File: src/rtl/vc32_mem_pkg.sv
// Shared types and constants for the dcache <-> quad-nibble serial memory sequencer.
package vc32_mem_pkg;

    typedef enum logic [2:0] {
        IDLE,
        CMD,
        ADDR,
        WAIT,
        DATA,
        GAP
    } state_e;

    localparam logic [7:0] CMD_RD_DEF = 8'hEB;
    localparam logic [7:0] CMD_WR_DEF = 8'h38;

    // Number of address nibbles needed to carry a pa-bit physical address.
    function automatic int unsigned nib_count(input int unsigned pa);
        return (pa + 3) / 4;
    endfunction

endpackage

File: src/rtl/dcache_mem_ctl.sv
// Line-transfer sequencer: one write-back or line fill per miss over a quad-nibble serial
// memory, streaming line nibbles to/from the dcache through strobed nibble ports.
module dcache_mem_ctl
    import vc32_mem_pkg::*;
#(
    parameter int unsigned PA          = 22,
    parameter int unsigned LINE_LENGTH = 4,
    parameter logic [7:0]  CMD_RD      = CMD_RD_DEF,
    parameter logic [7:0]  CMD_WR      = CMD_WR_DEF,
    parameter int unsigned READ_WAIT   = 6,
    parameter int unsigned CS_GAP      = 1
) (
    input  logic          clk,
    input  logic          reset,
    input  logic          req,
    input  logic          hit,
    input  logic          push,
    input  logic          pull,
    input  logic [PA-3:0] tag,
    input  logic [3:0]    dwrite,
    output logic          rstrobe_d,
    output logic          wstrobe_d,
    output logic [3:0]    dread,
    output logic          busy,
    output logic          done,
    output logic          mem_sel,
    output logic          mem_oe,
    output logic [3:0]    mem_dout,
    input  logic [3:0]    mem_din
);

    localparam int unsigned NIB = nib_count(PA);
    localparam int unsigned AW  = 4 * NIB;

    localparam logic [4:0] CMD_LAST  = 5'd1;
    localparam logic [4:0] ADDR_LAST = 5'(NIB - 1);
    localparam logic [4:0] WAIT_LAST = 5'(READ_WAIT - 1);
    localparam logic [4:0] DATA_LAST = 5'(2 * LINE_LENGTH - 1);
    localparam logic [4:0] GAP_LAST  = 5'(CS_GAP - 1);

    state_e        state_q, state_d;
    logic [4:0]    cnt_q, cnt_d;
    logic          op_wr_q, op_wr_d;
    logic [AW-1:0] addr_q, addr_d;

    logic       start;
    logic       can_start;
    logic       cnt_zero;
    logic [7:0] cmd_byte;

    assign start     = req && !hit && (push || pull);
    assign cnt_zero  = (cnt_q == 5'd0);
    // The last GAP cycle already satisfies the chip-select gap, so a queued miss starts there.
    assign can_start = (state_q == IDLE) || ((state_q == GAP) && cnt_zero);
    assign cmd_byte  = op_wr_q ? CMD_WR : CMD_RD;

    always_comb begin
        state_d = state_q;
        cnt_d   = cnt_q;
        op_wr_d = op_wr_q;
        addr_d  = addr_q;
        unique case (state_q)
            IDLE: ;
            CMD: begin
                if (cnt_zero) begin
                    state_d = ADDR;
                    cnt_d   = ADDR_LAST;
                end else begin
                    cnt_d = cnt_q - 5'd1;
                end
            end
            ADDR: begin
                addr_d = addr_q << 4;
                if (cnt_zero) begin
                    state_d = op_wr_q ? DATA : WAIT;
                    cnt_d   = op_wr_q ? DATA_LAST : WAIT_LAST;
                end else begin
                    cnt_d = cnt_q - 5'd1;
                end
            end
            WAIT: begin
                if (cnt_zero) begin
                    state_d = DATA;
                    cnt_d   = DATA_LAST;
                end else begin
                    cnt_d = cnt_q - 5'd1;
                end
            end
            DATA: begin
                if (cnt_zero) begin
                    state_d = GAP;
                    cnt_d   = GAP_LAST;
                end else begin
                    cnt_d = cnt_q - 5'd1;
                end
            end
            GAP: begin
                if (cnt_zero) begin
                    state_d = IDLE;
                end else begin
                    cnt_d = cnt_q - 5'd1;
                end
            end
            default: state_d = IDLE;
        endcase

        if (can_start && start) begin
            state_d = CMD;
            cnt_d   = CMD_LAST;
            op_wr_d = push;
            addr_d  = AW'({tag, 2'b00});
        end
    end

    always_comb begin
        rstrobe_d = 1'b0;
        wstrobe_d = 1'b0;
        dread     = 4'h0;
        done      = 1'b0;
        mem_sel   = 1'b0;
        mem_oe    = 1'b0;
        mem_dout  = 4'h0;
        busy      = (state_q != IDLE);
        unique case (state_q)
            CMD: begin
                mem_sel  = 1'b1;
                mem_oe   = 1'b1;
                mem_dout = cnt_q[0] ? cmd_byte[7:4] : cmd_byte[3:0];
            end
            ADDR: begin
                mem_sel  = 1'b1;
                mem_oe   = 1'b1;
                mem_dout = addr_q[AW-1 -: 4];
            end
            WAIT: mem_sel = 1'b1;
            DATA: begin
                mem_sel = 1'b1;
                done    = cnt_zero;
                if (op_wr_q) begin
                    rstrobe_d = 1'b1;
                    mem_oe    = 1'b1;
                    mem_dout  = dwrite;
                end else begin
                    wstrobe_d = 1'b1;
                    dread     = mem_din;
                end
            end
            default: ;
        endcase
    end

    always_ff @(posedge clk) begin
        if (reset) begin
            state_q <= IDLE;
            cnt_q   <= 5'd0;
            op_wr_q <= 1'b0;
            addr_q  <= '0;
        end else begin
            state_q <= state_d;
            cnt_q   <= cnt_d;
            op_wr_q <= op_wr_d;
            addr_q  <= addr_d;
        end
    end

endmodule

File: config.mk
export PLATFORM = sky130hd
export DESIGN_NAME = dcache_mem_ctl
export DESIGN_NICKNAME = d
export VERILOG_FILES = /design/src/rtl/vc32_mem_pkg.sv /design/src/rtl/dcache_mem_ctl.sv
export SDC_FILE = /design/constraint.sdc
export NUM_CORES = 1
export LEC_CHECK = 0
export CORE_MARGIN = 2
export CORE_UTILIZATION = 44
export CTS_BUF_LIST = sky130_fd_sc_hd__clkbuf_4
export CTS_CLUSTER_DIAMETER = 40
export DETAILED_ROUTE_END_ITERATION = 8
export PLACE_DENSITY = 0.88
export SLEW_MARGIN = 20
export SYNTH_ARGS = -nofsm -noshare
export SYNTH_HDL_FRONTEND = slang
export SYNTH_SLANG_ARGS = --single-unit
File: constraint.sdc
create_clock -name clk -period 1.9 [get_ports clk]
set_input_delay 0.38 -clock clk [delete_from_list [all_inputs] [get_ports clk]]
set_output_delay 0.38 -clock clk [all_outputs]
set_load 0.05 [all_outputs]
-- Word level (Yosys, flattened, before mapping)
Cells that the tools add are included.
- bits in registers: 31
- bits of input ports: 34
- output and inout port bits: 14
- $add $sub $neg: 1
- eq/ne operators: 18
- mux-type cells: 31
- bitwise logic cells: 1
- reductions and logical operators: 20
- operators by type and width (kind ; number):
    22-bit 2-to-1 mux ; 2
    5-bit 2-to-1 mux ; 5
    5-bit case mux with 5 select lines ; 1
    3-bit 2-to-1 mux ; 6
    3-bit case mux with 6 select lines ; 1
    4-bit 2-to-1 mux ; 4
    2-bit != test, second input constant ; 6
    3-bit != test, second input constant ; 4
    4-bit case mux with 3 select lines ; 1
    6-bit AND reduction ; 2
    1-bit 2-to-1 mux ; 8
    8-bit 2-to-1 mux ; 1
    3-bit by 2-bit == test with 1-bit output, second input constant ; 2
    3-bit == test, second input constant ; 2
    3-bit by 2-bit != test with 1-bit output, second input constant ; 2
    6-bit nonzero test ; 1
    5-bit zero test ; 1
    5-bit nonzero test ; 1
    5-bit by 1-bit subtractor with 5-bit output, second input constant ; 1
    1-bit logical AND ; 4
    2-bit AND reduction ; 2
    2-bit OR reduction ; 2
    4-bit OR reduction ; 1
    3-bit by 1-bit == test with 1-bit output, second input constant ; 1
    other kinds (9) ; 10

-- Logic depth before layout (Yosys ltp)
- depth after elaboration: 6
- gate-level depth with buffers: 9

-- Least setup slack after synthesis
No wires, ideal clock.
- path kind: register -> output
- from: register state_q[2]
- to: output port mem_dout[0]
- arrival: 2.156 ns
- required time: 1.520 ns
- setup slack: -0.636 ns
- stages on the path, launching flop included: 6
- path buffers: 0
- path through: dfxtp_1 -> nor2b_1 -> nand2b_1 -> nor2_1 -> a222oi_1 -> inv_1
- longest elaborated chain between the ends: 2
- ends and longest elaborated chain (what ; line ; source):
    start, declared ; dcache_mem_ctl.sv:41 ; state_e state_q, state_d;
    start signal, assigned ; dcache_mem_ctl.sv:159 ; state_q <= state_d;
    3-bit == test, or another cell as far along ; dcache_mem_ctl.sv:124 ; unique case (state_q)
    4-bit case mux with 3 select lines * ; dcache_mem_ctl.sv:124 ;
    end, declared ; dcache_mem_ctl.sv:28 ; output logic [3:0] mem_dout,
Mark *: on every way between the ends. The rest lies on a longest branch, timed or not.

-- Final worst setup path
- from: register state_q[2]
- to: output port mem_dout[2]
The elaborated chain is that of the path after synthesis.

==> key figures <==
Status
  – Status: finished with violations
  – Failing checks: setup timing

GRT
  – First-pass GRT wire length: 8560 µm
  – Largest net degree at the start of global routing: 24
  – Initial antenna violation count: 0
  – Vias in the first global route: 1,809
  – Total GRT Usage: 25.3%
  – Total gr overflow: 0

Timing
  – RSZ-0062 raised after global routing: yes
  – Fin. max-slew vios: 0
  – Final Hold Viols: 0
  – Period utilization: 108%
  – Max Fclk: around 0.49 GHz
  – Endpoints failing setup: 8
  – Slew headroom: around two thirds
  – Minimum clock period: around 2.0 ns
  – Clock Skews: 0.0101 ns
  – Slew at the pin with the worst max-slew slack: 0.503 ns
  – PnR worst setup slack: -0.146 ns

Drt
  – WL/cell: 16.4 µm
  – Post-DR vias/cell: between 5 and 6
  – Residual DRC count: 0
  – DRT Pass-1 Iters: 8
  – Drt initial violations: between 200 and 250
  – DRT antenna net count: 0
  – Routed vias: 2,028
  – Final WL: 5620 µm

Worst hold path
  – Hold Path Class: flip-flop to flip-flop
  – Hold Path Stages: 2

Place
  – I/O Buffers: 47
  – Placed Cells: between 300 and 400
  – DP Wirelength: between 3000 and 4000 µm
  – Placed inst area: 0.00249 mm²
  – Routability Congestion: 0.833
  – Pre-CTS setup slack: -0.0270 ns

Synth
  – Synth Net Count: 260
  – Most common cell in the netlist: nand2_1
  – Area share of the largest cell type after synthesis: a little over a third
  – Syn Area/Cell: approximately 7.7 µm²
  – Yosys Warn Count: 0
  – Yosys reg bits: 31
  – Post-synth EDFFs: 0
  – Fraction of registers with async set/reset: 0%
  – Top cells by area, synth: dfxtp_1 (36%), nand2_1 (11%), a311oi_1 (8.2%)
  – Top cells by count, synth: nand2_1 (51), dfxtp_1 (31), nor2_1 (31)
  – Most common flop cell mapped by yosys: dfxtp_1
  – Area leader, netlist: dfxtp_1
  – Part of the Yosys area used for sequential elements: a little over a third
  – Mapped Cells: 222
  – Post-synth cell types: 34
  – Mapped cell area: 0.00170 mm²

Finish
  – Fin util: just under 80%
  – Fillers: 215
  – Post-route insts no fill: 343
  – # diodes: 0
  – Layout area overhead: 68.5%
  – Fin area: about 0.0029 mm²
  – Final nets: between 300 and 400
  – Share of cells above drive strength 1: 33.2%

Die
  – Die area: ~0.0044 mm²
  – Core Area: 0.00369 mm²
  – Die Y-Extent: 66.2 µm
  – Row Count: 22
  – Initial core utilization: 46.1%
  – Die X: 66.2 µm
  – IO Count: 48

Critical path
  – CP Class: flip-flop to output pin
  – Worst path depth: 6
  – Worst r2r path cells: 7
  – CP arrival: 1.67 ns
  – Crit path max-delay family: compound AO/OA/AOI/OAI gates
  – CP startpoint kind: flip-flop
  – Max Fanout on Critical Path: 5
  – Element type at the critical path end: output pin
  – Crit path cell chain: nor2b_4, nand2b_4, nor2_4, a222oi_1, inv_2, buf_12
  – Buf/Inv on CP: 2
  – WP data required: between 1.5 and 2 ns
  – Crit-path max cell delay: around 0.44 ns
  – CP max-delay cell: a222oi_1

Power and ir drop
  – Power Density: about 750 mW/mm²
  – Pleak: between 1 and 1.5 nW
  – Overall Power: 2.16 mW
  – Worst vdd ir: 0.000584 V

CTS
  – CTS Buf Count: 5
  – Worst skew pair latency: between 0.3 and 0.4 ns
  – TritonCTS clock tree: yes
  – H-tree depth: 2
  – CTS root buffer: clkbuf_4
  – CTS max path bufs: 2
  – Clock slew at reported path FFs: 0.11 ns
  – Clk sinks: 31

Flow run
  – Max_cap viols: 0
[through the flow]
step                      hold WS (ns)  TNS, ns
after floorplan                  0.432   -0.212
after global placement           0.442        0
after detailed placement         0.446  -0.0717
after CTS                        0.460   -0.439
after global routing             0.487    -2.91
final                            0.473   -0.653
[cell families after synthesis]
family                     count (synthesis)  synth area share [%]
DFF                                       31                  36.5
adders and majority gates                  4                  2.94
AOI/OAI and AO/OA                         51                  22.4
xor gates and xnor gates                   2                  1.03
and+or+nand+nor                          113                  30.5
buffers and inverters                     21                  6.55
[what timing repair did]
action,CTS,global route
cloned,1,0
pin swaps,7,9
buffers inserted,5,6
setup endpoints to repair,23,32
gates resized for setup,32,22
hold buffers,0,0
[metal layers]
| layer | global-route usage (%) | vias up | share of wire, % |
|---|---|---|---|
| li1 | - | 928 | - |
| met1 | 33.0 | 936 | 39 |
| met2 | 41.9 | 134 | 49 |
| met3 | 4.09 | 30 | 8.2 |
| met4 | 9.69 | 0 | 3.8 |
| met5 | 0 | - | 0 |
[final timing paths]
| kind | startpoint | end | slack (ns) |
|---|---|---|---|
| worst max-delay path | state_q[2]$_SDFFE_PP0P_ | mem_dout[2] | -0.15 |
| worst min-delay path | addr_q[4]$_SDFFE_PP0P_ | addr_q[4]$_SDFFE_PP0P_ | 0.47 |
| worst min register to register | addr_q[4]$_SDFFE_PP0P_ | addr_q[4]$_SDFFE_PP0P_ | 0.47 |
| worst max register to register | cnt_q[0]$_SDFFE_PP0P_ | addr_q[16]$_SDFFE_PP0P_ | 0.02 |
[cells in the final DEF (no fill, tap or decap), drive strengths merged, types with 2 or more instances in the layout]
| cell type | synthesis | routed |
|---|---|---|
| nand2 | 51 | 51 |
| buf | 6 | 46 |
| clkdlybuf4s50 | 0 | 33 |
| nor2 | 31 | 31 |
| dfxtp | 31 | 31 |
| a311oi | 17 | 17 |
| a21oi | 15 | 15 |
| and2 | 6 | 6 |
| nand3 | 6 | 6 |
| o21ai | 6 | 6 |
| nor3 | 6 | 6 |
| inv | 6 | 6 |
| clkbuf | 9 | 5 |
| nor3b | 4 | 4 |
| ha | 4 | 4 |
| nor2b | 3 | 3 |
| a31oi | 3 | 3 |
| a221o | 2 | 2 |
| a222oi | 2 | 2 |
| xnor2 | 2 | 2 |
| nor4b | 2 | 2 |
| clkinv | 0 | 2 |
[flip-flops by register name (all words and copies together), names as in the netlist]
name     count
addr_q      22
cnt_q        5
op_wr_q      1
state_q      3
[report_power, final]
group	internal, mW	switching (mW)
clock network	0.270	0.239
registers	0.710	0.0527
logic	0.446	0.442
[cell type report]
class,instances,area (µm²),share of cell area (%)
Clock buffer,5,37.5,1.31
Tap cell,48,60.1,2.10
Sequential cell,31,634,22.1
Clock inverter,3,38.8,1.35
Multi-Input combinational cell,170,1140,39.9
Timing Repair Buffer,80,930,32.4
Inverter,6,22.5,0.786
[worst register-to-register path, cell delays in order, from the launching register on]
cell and delay (ns):
dfxtp_2 0.34, inv_2 0.07, ha_1 0.20, nor4b_4 0.23
and3_4 0.26, o221ai_4 0.13, bufbuf_16 0.34, a311oi_2 0.24
No activity file was read; power rests on OpenSTA's default activity.
==> edit 1, RTL diff (same flow settings) <==
Change the parameter `PA` from 22 to 44.
--- a/src/rtl/dcache_mem_ctl.sv
+++ b/src/rtl/dcache_mem_ctl.sv
@@ -3,7 +3,7 @@
 module dcache_mem_ctl
     import vc32_mem_pkg::*;
 #(
-    parameter int unsigned PA          = 22,
+    parameter int unsigned PA          = 44,
     parameter int unsigned LINE_LENGTH = 4,
     parameter logic [7:0]  CMD_RD      = CMD_RD_DEF,
     parameter logic [7:0]  CMD_WR      = CMD_WR_DEF,
Interface: changed (resized tag); port bits go from 48 to 70. The function was not compared with the original's and may differ.
==> edit 1 against the original RTL <==
The run still ends with setup timing left; maximum frequency down 1.7%; worst setup slack lost 36 ps; global-route usage shrank 1.9 points; synthesized area up 47%; critical path type unchanged; clock power rose by 31%; worst hold slack about the same; total power increased by 120%; final area increased by 40%; sequential cell count is 20 higher; highest routed layer unchanged; wire length is 41% higher; largest power group unchanged; largest cell class unchanged; sequential power grew 80%.
==> edit 1: results (changes against the original RTL) <==
| Metric | Value |
|---|---|
| Run status | finished with violations |
| Violations in the final reports | setup timing |
| Count of nets after finishing | 426 (+28%) |
| Data arrival time of the critical path | 1700 ps (+30 ps) |
| Net count after synthesis | 324 (+25%) |
| Count of different cell masters after synthesis | 45 (+32%) |
| Fraction of final layout cells with drive strength greater than 1 | 0.305 (-0.0270) |
| Xor/xnor cell area share of the yosys netlist | 0.00351 (-0.00680) |
| Routed vias | 2,589 (+28%) |
| Port Buffer Count | 69 (+47%) |
| Initial DRT Pass Iterations | 6 (-2) |
| Final sum of negative setup slack | -5090 ps (-4430 ps) |
| Global Route Usage Sum | 0.234 (-0.0195) |
| Smallest setup slack after layout | -182 ps (-35.7 ps) |
| Maximum number of pins on one net before global-route repair | 39 (+63%) |
| Mux contribution to synthesized area | 0.00801 (+0.00801) |
| Placer Congestion | 0.869 (+4.3%) |
| Instance count of the mapped netlist | 264 (+19%) |
| Pleak | 1.63 nW (+49%) |
| Register clock-pin slew on the reported worst setup and hold paths | 150 ps (+40 ps) |
| Sequential-to-total area share from yosys stat | 0.409 (+0.0436) |
| Total setup violations reported at the end of the flow | 53 (+45) |
| Dominant cells by area after synthesis | sky130_fd_sc_hd__dfxtp_1 (41%), sky130_fd_sc_hd__a221o_1 (16%), sky130_fd_sc_hd__and2_1 (11%), sky130_fd_sc_hd__nand2_1 (3.2%), sky130_fd_sc_hd__ha_1 (2.0%) |
| Synthesized-area fraction occupied by adder cells | 0.0200 (-0.00940) |
| Most frequent cells after synthesis | sky130_fd_sc_hd__dfxtp_1 (51), sky130_fd_sc_hd__and2_1 (44), sky130_fd_sc_hd__a221o_1 (40), sky130_fd_sc_hd__nand2_1 (21), sky130_fd_sc_hd__nor2_1 (13) |
| Fraction of post-synthesis cell area in the top cell type by area | 0.409 (+0.0436) |
| Half-perimeter wire length after placement | 4640 um (+43%) |
| Final Skew | 15.7 ps (+5.54 ps) |
| Maximum fanout along the worst path | 2 (-3) |
| Number of fillers in the final layout | 379 (+76%) |
-- edit 1: power breakdown --
part / switching, mW / internal [mW]
Sequential: 0.119 / 1.25
Combinational: 1.38 / 1.34
Clock: 0.383 / 0.285
-- edit 1: cell type report --
type / count / area, um2 / share of cell area
Multi-Input combinational cell: 189 / 1530 / 0.382
Sequential cell: 51 / 1030 / 0.258
Clock inverter: 3 / 47.5 / 0.0119
Inverter: 5 / 25.0 / 0.00624
Tap cell: 72 / 90.1 / 0.0225
Clock buffer: 5 / 37.5 / 0.00936
Timing Repair Buffer: 114 / 1240 / 0.310
-- edit 1: critical path, stage by stage, from the launching register on --
cell                      delay (ps)
sky130_fd_sc_hd__dfxtp_4         380
sky130_fd_sc_hd__inv_4            60
sky130_fd_sc_hd__ha_4            130
sky130_fd_sc_hd__buf_6            90
sky130_fd_sc_hd__nor4b_4         220
sky130_fd_sc_hd__nand2_2         130
sky130_fd_sc_hd__nor3_4          160
sky130_fd_sc_hd__buf_12          160
-- edit 1: routing by layer --
metal / vias to the layer above / global-route usage / wire (um)
li1: 1188 / - / -
met1: 1241 / 0.291 / 3140
met2: 138 / 0.398 / 3980
met3: 22 / 0.0466 / 564
met4: 0 / 0.0897 / 249
met5: - / 0 / 0
-- edit 1: timing repair --
action                                  in CTS  in global routing
pin swaps                                    9                  7
gates cloned                                 1                  3
endpoints found under the setup margin      52                 60
buffers inserted                            14                  5
gates resized for setup                     18                 19
-- edit 1: kinds of logic after synthesis --
logic type                 count (synthesis)
AOI/OAI and AO/OA                         76
xor gates and xnor gates                   1
adders and majority gates                  4
buffers and inverters                     25
DFF                                       51
muxes                                      2
and+or+nand+nor                          105
-- edit 1: worst paths after layout --
| path | from | endpoint | depth (start not counted) |
|---|---|---|---|
| max reg2reg | cnt_q[0] | addr_q[18] | 10 |
| max | cnt_q[0] | done | 7 |
| min reg2reg | addr_q[2] | addr_q[2] | 2 |
| min | addr_q[2] | addr_q[2] | 2 |
-- edit 1: stage by stage --
stage / area, um2 / setup slack (ps) / hold slack, ps / utilization / std cells
after floorplan: 2630 / -136 / 443 / - / 264
after global placement: 3570 / -322 / 449 / 0.648 / 409
after detailed placement: 3570 / -378 / 453 / 0.648 / 409
after CTS: 3850 / -182 / 473 / 0.699 / 432
after global routing: 4010 / -252 / 494 / 0.728 / 439
final: 4010 / -182 / 472 / 0.728 / 439
==> edit 2, RTL diff (same settings) <==
Without the edit above. Register the output `dread`, with the module's reset; this adds one clock of latency there. The other outputs are not delayed to match.
--- a/src/rtl/dcache_mem_ctl.sv
+++ b/src/rtl/dcache_mem_ctl.sv
@@ -37,6 +37,8 @@
     localparam logic [4:0] WAIT_LAST = 5'(READ_WAIT - 1);
     localparam logic [4:0] DATA_LAST = 5'(2 * LINE_LENGTH - 1);
     localparam logic [4:0] GAP_LAST  = 5'(CS_GAP - 1);
+
+    logic [3:0] dread_d;
 
     state_e        state_q, state_d;
     logic [4:0]    cnt_q, cnt_d;
@@ -115,7 +117,7 @@
     always_comb begin
         rstrobe_d = 1'b0;
         wstrobe_d = 1'b0;
-        dread     = 4'h0;
+        dread_d   = 4'h0;
         done      = 1'b0;
         mem_sel   = 1'b0;
         mem_oe    = 1'b0;
@@ -142,7 +144,7 @@
                     mem_dout  = dwrite;
                 end else begin
                     wstrobe_d = 1'b1;
-                    dread     = mem_din;
+                    dread_d   = mem_din;
                 end
             end
             default: ;
@@ -163,5 +165,13 @@
         end
     end
 
+    always_ff @(posedge clk) begin
+        if (reset) begin
+            dread <= '0;
+        end else begin
+            dread <= dread_d;
+        end
+    end
+
 endmodule
 
Function: same outputs for any inputs over 10 cycles, from zero or initial values and one cycle with reset high; that may be too few to reach the edited logic, so the function may still have changed.
==> edit 2 against the original RTL <==
The flow still finishes with violations (setup timing); wire length is 15% higher; via count is 2.7% higher; non-clock buffer count is 14 higher; synthesized cell count is 7.2% lower; final area is 8.4% higher; global-route usage is 2.0 points higher; critical path depth stayed put; synthesized area is 6.6% higher; worst setup slack worse by 170 ps; sequential cell count is 4 higher; critical path type unchanged; largest cell class unchanged; highest routed layer unchanged.
Power is not compared: it rests on default switching activity, and its combinational part moved more than twofold at a synthesized area within 25%.
==> edit 2: results (changes against the original RTL) <==
| Metric | Value |
|---|---|
| Count of different cell masters after synthesis | 45 (+32%) |
| Number of fillers in the final layout | 218 (+1.4%) |
| Average cell area after synthesis | 8.80 um2 (+15%) |
| Total setup violations reported at the end of the flow | 26 (+18) |
| Count of nets after finishing | 330 (-0.60%) |
| Final Skew | 17.1 ps (+6.96 ps) |
| Data arrival time of the critical path | 1840 ps (+170 ps) |
| Maximum fanout along the worst path | 2 (-3) |
| Insertion delay to the later sink of the worst-skew pair | 380 ps (+50 ps) |
| Number of flip-flops in the largest register | 22 (unchanged) |
| Placer Congestion | 0.846 (+1.5%) |
| Dominant cells by area after synthesis | sky130_fd_sc_hd__dfxtp_1 (39%), sky130_fd_sc_hd__a221o_1 (9.9%), sky130_fd_sc_hd__and3_1 (6.6%), sky130_fd_sc_hd__a21oi_1 (4.7%), sky130_fd_sc_hd__ha_1 (2.8%) |
| H-tree Lvls | 2 (unchanged) |
| Vias in the first global route | 1,897 (+4.9%) |
| Net count after synthesis | 244 (-6.2%) |
| Fraction of final layout cells with drive strength greater than 1 | 0.379 (+0.0466) |
| Wire length of the first global-routing pass | 9180 um (+7.3%) |
| Global Route Usage Sum | 0.274 (+0.0201) |
| Cell chosen for the clock root | sky130_fd_sc_hd__clkbuf_4 |
| Max-Slew Margin vs Limit | 0.592 (-0.0678) |
| Largest registers | addr_q x22, cnt_q x5, dread x4 |
| Half-perimeter wire length after placement | 3370 um (+3.9%) |
| Setup WS pre-CTS | -515 ps (-488 ps) |
| Routed vias | 2,083 (+2.7%) |
| Smallest setup slack after layout | -317 ps (-171 ps) |
| Class of the most critical hold timing path | register to register |
| Maximum number of pins on one net before global-route repair | 19 (-21%) |
| Number of DRC violations after detailed-routing iteration 0 | 157 (-27%) |
| Most frequent cells after synthesis | sky130_fd_sc_hd__dfxtp_1 (35), sky130_fd_sc_hd__and3_1 (19), sky130_fd_sc_hd__a221o_1 (18), sky130_fd_sc_hd__a21oi_1 (17), sky130_fd_sc_hd__nand2_1 (12) |
| Drt total wl | 6490 um (+15%) |
| Total placed instance area | 2650 um2 (+6.4%) |
| Sequential-to-total area share from yosys stat | 0.386 (+0.0215) |
| Initial DRT Pass Iterations | 5 (-3) |
| Register clock-pin slew on the reported worst setup and hold paths | 130 ps (+20 ps) |
| Run status | finished with violations |
| Violations in the final reports | setup timing |
| # placed instances | 314 (-3.4%) |
-- edit 2: final cells by class --
type / count / area (um2) / share of cell area
clock buffer: 5 / 37.5 / 0.0121
clock inverter: 3 / 43.8 / 0.0141
inverter: 9 / 40.0 / 0.0129
multi-input combinational: 147 / 1190 / 0.384
sequential: 35 / 711 / 0.229
tap: 50 / 62.6 / 0.0201
timing repair buffer: 94 / 1020 / 0.328
-- edit 2: what timing repair did --
item	CTS	global route
endpoints found under the setup margin	25	31
pin swaps	27	7
gates resized for setup	27	19
gates cloned	2	0
setup buffers	14	7
-- edit 2: final timing paths --
kind | slack, ps | end | startpoint | cells past startpoint
worst min register to register | 490 | addr_q[22] | addr_q[22] | 2
worst min-delay path | 490 | addr_q[22] | addr_q[22] | 2
worst max-delay path | -320 | done | cnt_q[1] | 6
worst max register to register | -270 | state_q[0] | cnt_q[1] | 9
-- edit 2: cells by family (layout without fill, tap and decap cells) --
logic type / after synthesis / in the layout / synth area share
xor+xnor: 1 / 1 / 0.00483
mux: 1 / 1 / 0.00552
compound gates: 60 / 61 / 0.254
simple gates: 80 / 80 / 0.260
buf+inv: 25 / 111 / 0.0614
fa+ha+maj: 4 / 4 / 0.0276
flops: 35 / 35 / 0.386
-- edit 2: power by group --
group | total (mW) | internal [mW] | leakage (nW) | switching (mW)
sequential | 0.953 | 0.860 | 0.287 | 0.0933
combinational | 3.10 | 1.53 | 1.01 | 1.57
clock | 0.574 | 0.277 | 0.0452 | 0.297
-- edit 2: critical path: stages, from the launching register on --
cell and delay, ps:
sky130_fd_sc_hd__dfxtp_2 350, sky130_fd_sc_hd__inv_2 70, sky130_fd_sc_hd__ha_4 140, sky130_fd_sc_hd__or4b_4 490, sky130_fd_sc_hd__buf_12 150, sky130_fd_sc_hd__nor2_4 110
sky130_fd_sc_hd__buf_12 150
-- edit 2: metrics by stage --
stage               setup TNS (ps)  hold slack, ps  utilization
CTS                          -1460             476        0.753
global placement             -8130             443        0.667
detailed placement           -8480             460        0.667
global route                 -6160             518        0.782
finish                       -5370             494        0.782
floorplan                        0             432            -
-- edit 2: metal layers --
layer / global-route usage / routed length [um]
met5: 0 / 0
met3: 0.0740 / 495
met4: 0.143 / 345
met1: 0.323 / 2520
met2: 0.451 / 3120
